$ cat src/rtl/fsm_pkg.sv
// Shared definitions for the varint encode stage and its downstream merge stage.
package fsm_pkg;

  typedef enum logic [1:0] {IDLE, LOAD, EMIT, DONE} state_t;

  localparam int unsigned VARINT_CONT_BIT = 7;

  function automatic int unsigned MAX_BYTES(input int unsigned data_w);
    return (data_w + VARINT_CONT_BIT - 1) / VARINT_CONT_BIT;
  endfunction

endpackage

$ cat src/rtl/fsm_2.sv
// Varint encode stage: pops one tagged field value, emits its base-128 varint bytes
// into the varint FIFO, then holds varint_data_valid until the merge stage accepts.
module fsm_2
  import fsm_pkg::*;
#(
  parameter int unsigned DATA_W  = 64,
  parameter int unsigned INDEX_W = 10
) (
  input  logic               clk,
  input  logic               reset,
  input  logic               in_fifo_empty,
  output logic               in_fifo_pop,
  input  logic [DATA_W-1:0]  in_fifo_data,
  input  logic [INDEX_W-1:0] in_fifo_index,
  input  logic               varint_fifo_full,
  output logic               varint_fifo_push,
  output logic [7:0]         varint_fifo_data,
  output logic [INDEX_W-1:0] varint_fifo_index,
  output logic               varint_fifo_last,
  output logic               varint_data_valid,
  input  logic               varint_data_accepted
);

  localparam int unsigned NBYTES = MAX_BYTES(DATA_W);
  localparam int unsigned CNT_W  = $clog2(NBYTES + 1);
  localparam logic [CNT_W-1:0] CNT_LAST = CNT_W'(NBYTES - 1);

  state_t             state, state_next;
  logic [DATA_W-1:0]  value_r;
  logic [INDEX_W-1:0] index_r;
  logic [CNT_W-1:0]   cnt_r;

  logic       more;
  logic [7:0] fmt_byte;

  // Byte formatter; the saturated byte counter forces the final byte as a guard.
  always_comb begin
    more     = ((value_r >> VARINT_CONT_BIT) != '0) && (cnt_r != CNT_LAST);
    fmt_byte = {more, value_r[VARINT_CONT_BIT-1:0]};
  end

  always_ff @(posedge clk) begin
    if (reset) state <= IDLE;
    else       state <= state_next;
  end

  // LOAD spans two cycles: the registered pop strobe, then the data capture.
  always_comb begin
    state_next = state;
    case (state)
      IDLE:    if (!in_fifo_empty) state_next = LOAD;
      LOAD:    if (!in_fifo_pop) state_next = EMIT;
      EMIT:    if (!varint_fifo_full && !more) state_next = DONE;
      DONE:    if (varint_data_accepted) state_next = IDLE;
      default: state_next = IDLE;
    endcase
  end

  always_ff @(posedge clk) begin
    if (reset) begin
      value_r           <= '0;
      index_r           <= '0;
      cnt_r             <= '0;
      in_fifo_pop       <= 1'b0;
      varint_fifo_push  <= 1'b0;
      varint_fifo_data  <= '0;
      varint_fifo_index <= '0;
      varint_fifo_last  <= 1'b0;
      varint_data_valid <= 1'b0;
    end else begin
      in_fifo_pop       <= (state == IDLE) && !in_fifo_empty;
      varint_fifo_push  <= 1'b0;
      varint_fifo_last  <= 1'b0;
      varint_data_valid <= (state_next == DONE);
      if (state == LOAD && !in_fifo_pop) begin
        value_r <= in_fifo_data;
        index_r <= in_fifo_index;
        cnt_r   <= '0;
      end
      if (state == EMIT && !varint_fifo_full) begin
        varint_fifo_push  <= 1'b1;
        varint_fifo_data  <= fmt_byte;
        varint_fifo_index <= index_r;
        varint_fifo_last  <= !more;
        value_r           <= value_r >> VARINT_CONT_BIT;
        if (cnt_r != CNT_LAST) cnt_r <= cnt_r + 1'b1;
      end
    end
  end

endmodule

$ cat config.mk
export PLATFORM = sky130hd
export DESIGN_NAME = fsm_2
export DESIGN_NICKNAME = d
export VERILOG_FILES = /design/src/rtl/fsm_pkg.sv /design/src/rtl/fsm_2.sv
export SDC_FILE = /design/constraint.sdc
export NUM_CORES = 1
export LEC_CHECK = 0
export ABC_AREA = 1
export BUFFER_PORTS_ARGS = -buffer_cell sky130_fd_sc_hd__clkbuf_2
export CAP_MARGIN = 20
export CELL_PAD_IN_SITES_DETAIL_PLACEMENT = 0
export CELL_PAD_IN_SITES_GLOBAL_PLACEMENT = 1
export CORE_AREA = 4 4 148 79
export DETAILED_ROUTE_END_ITERATION = 10
export DIE_AREA = 0 0 152 83
export PLACE_DENSITY_LB_ADDON = 0.1
export RECOVER_POWER = 50
export SLEW_MARGIN = 5
export SYNTH_ARGS = -nofsm -noshare
export SYNTH_HDL_FRONTEND = slang
export SYNTH_SLANG_ARGS = --single-unit
$ cat constraint.sdc
create_clock -name clk -period 2.3 [get_ports clk]
set_input_delay 0.23 -clock clk [delete_from_list [all_inputs] [get_ports clk]]
set_output_delay 0.23 -clock clk [all_outputs]
set_load 0.01 [all_outputs]
==> metrics.txt <==
Initial DRT Pass Iterations 5; hold buffers post-CTS 0; Setup CP Type register to register; number of flops mapped to enable cells by yosys 0; Max VDD drop 0.361 mV; met3 usage 5.41%; number of global-route vias before repair roughly 3800; 1st-iter DRT viols ~280; Synth Instances 514; Placer Congestion 0.788; synthesis-stage register bit count 102; Die W 152 µm; share of layout cells above drive strength 1 19.4%; Primary FF master, synth dfxtp_1; P&R area growth vs syn 18.3%; dpl hpwl 8060 µm; antenna-violating nets left 0; Post-CTS Resized 0; post-synthesis sequential area ratio 48.0%; first-pass GRT wire length around 19000 µm; Max-cap violations 0; Final period util 82.0%; Fin. Hold Viols 0; syn avg cell area slightly above 8 µm²; global route hottest layer met1; vias per cell around 5.1; Port-buffer cells 100; Die Y-Extent 83 µm; initial core utilization 40.3%; Die Area 12600 µm²; Leak Pwr roughly 0.0021 µW; Rows 27; WL/cell 15.4 µm; Total Routing Usage GR 18.5%; Post-CTS Setup Bufs 0; Worst-Skew Late Latency 340 ps; unrepaired setup endpoints after global routing no; Worst-path clk slew 70 ps; ys async rst share 0%; worst setup skew after layout 5.08 ps; crit path max fanout 36; Post-Syn Nets a little under 600; maximum number of pins on one net before global-route repair 58; HP Class primary input to register; crit path time final 1890 ps; Final TNS setup 0 ps; core area 10500 µm²; Ports 101; root buffer cell clkbuf_16; final setup vio count 0; antenna violations before repair 0; final net count 675; final slew viol count 0; Critical Path Start Type register; via count 3824; cts bufs inserted 9; CTS tree done; Syn Std Cell Area 4250 µm²; Ys Warns 0; M1 GR Usage 28.4%; Bufs on Longest Clock Path 2; met2 Use GR 25.0%; Pwr Density 818 nW/µm²; Distinct cells, synth 30; Crit path required time between 2000 and 3000 ps; Max transition margin 57.7%; status complete, no violations; antenna diode count 0; f_max 0.530 GHz; Power, Total 4110 µW; Critical Path AT 2150 ps; htree depth 3; FILL cells ~1100; DRC violations left 0; Num Clock Sinks approximately 100; Worst Tran Pin Value 633 ps; gr ovfl total 0; Crit. End Element register; Post-Route WL 11500 µm
Yosys cell counts, types with 4 or more instances:
master	instances	area, µm²
a221oi_2	4	60.1
a31oi_1	41	257
o21ai_0	53	265
nor2_1	38	143
buf_2	19	95.1
buf_6	6	67.6
a21oi_1	38	190
clkbuf_1	9	33.8
inv_1	61	229
inv_2	6	22.5
o221ai_1	40	350
nand2_1	69	259
dfxtp_1	102	2040
worst paths after layout:
path | end | cells after the start | slack (ps) | from
hold reg to reg | index_r[5] | 2 | 450 | index_r[5]
setup / recovery | value_r[2] | 6 | 410 | state[1]
hold / removal | in_fifo_pop | 2 | 70 | in_fifo_empty
setup reg to reg | value_r[2] | 6 | 410 | state[1]
state kept, by name, indices dropped and copies added (netlist names):
signal and cells:
cnt_r 4, in_fifo_pop 1, index_r 10, state 2
value_r 64, varint_data_valid 1, varint_fifo_data 8, varint_fifo_index 10
varint_fifo_last 1, varint_fifo_push 1
placed cells by master (no fill, tap or decap), drive strengths merged:
master	n
clkbuf	111
dfxtp	102
nand2	71
inv	67
o21ai	56
a31oi	41
nor2	41
o221ai	40
a21oi	38
buf	6
a221oi	4
clkinv	4
nor3	3
a22o	3
a211oi	2
ha	2
clkinvlp	2
nand3	2
xor2	1
or2	1
xnor2	1
a32o	1
logic make-up (layout without fill, tap and decap cells):
| group | count (synthesis) | in the layout | share of synthesized area (%) |
|---|---|---|---|
| compound gates | 185 | 185 | 27.9 |
| simple gates | 118 | 118 | 11.9 |
| buf+inv | 105 | 190 | 11.1 |
| flops | 102 | 102 | 48.0 |
| fa+ha+maj | 2 | 2 | 0.588 |
| xor+xnor | 2 | 2 | 0.412 |
critical path, cell delays in order, from the launching register on:
cell and delay, ps:
dfxtp_1 370, inv_2 80, nor2_4 100, nand2_4 240, inv_1 580, nand2_1 180
a221oi_2 260
metrics by stage:
stage,std cells,hold slack [ps],setup WS [ps],area (µm²),util [%]
after floorplan,514,307,1060,4250,-
after global placement,728,418,618,4790,45.4
after detailed placement,728,423,528,4790,45.4
after CTS,744,51.8,503,5070,48.1
after global routing,744,56.9,186,5030,47.7
final,744,69.4,414,5030,47.7
area by class of cell:
class | instances | area, µm² | share of cell area [%]
Sequential cell | 102 | 2040 | 40.6
Inverter | 67 | 251 | 5.00
Clock inverter | 6 | 46.3 | 0.920
Tap cell | 145 | 181 | 3.61
Clock buffer | 10 | 239 | 4.75
Timing Repair Buffer | 107 | 548 | 10.9
Multi-Input combinational cell | 307 | 1720 | 34.2
per-layer routing:
| layer | vias to the layer above | wire length (µm) | share of wire, % |
|---|---|---|---|
| li1 | 1952 | - | - |
| met1 | 1771 | 6180 | 54 |
| met2 | 91 | 4490 | 39 |
| met3 | 10 | 710 | 6.2 |
| met4 | 0 | 103 | 0.90 |
| met5 | - | 0 | 0 |
power by group:
group | total (µW) | switching [µW] | internal (µW)
registers | 2050 | 126 | 1930
logic | 615 | 367 | 248
clock network | 1440 | 676 | 769
Power figures use the tool's default switching activity.
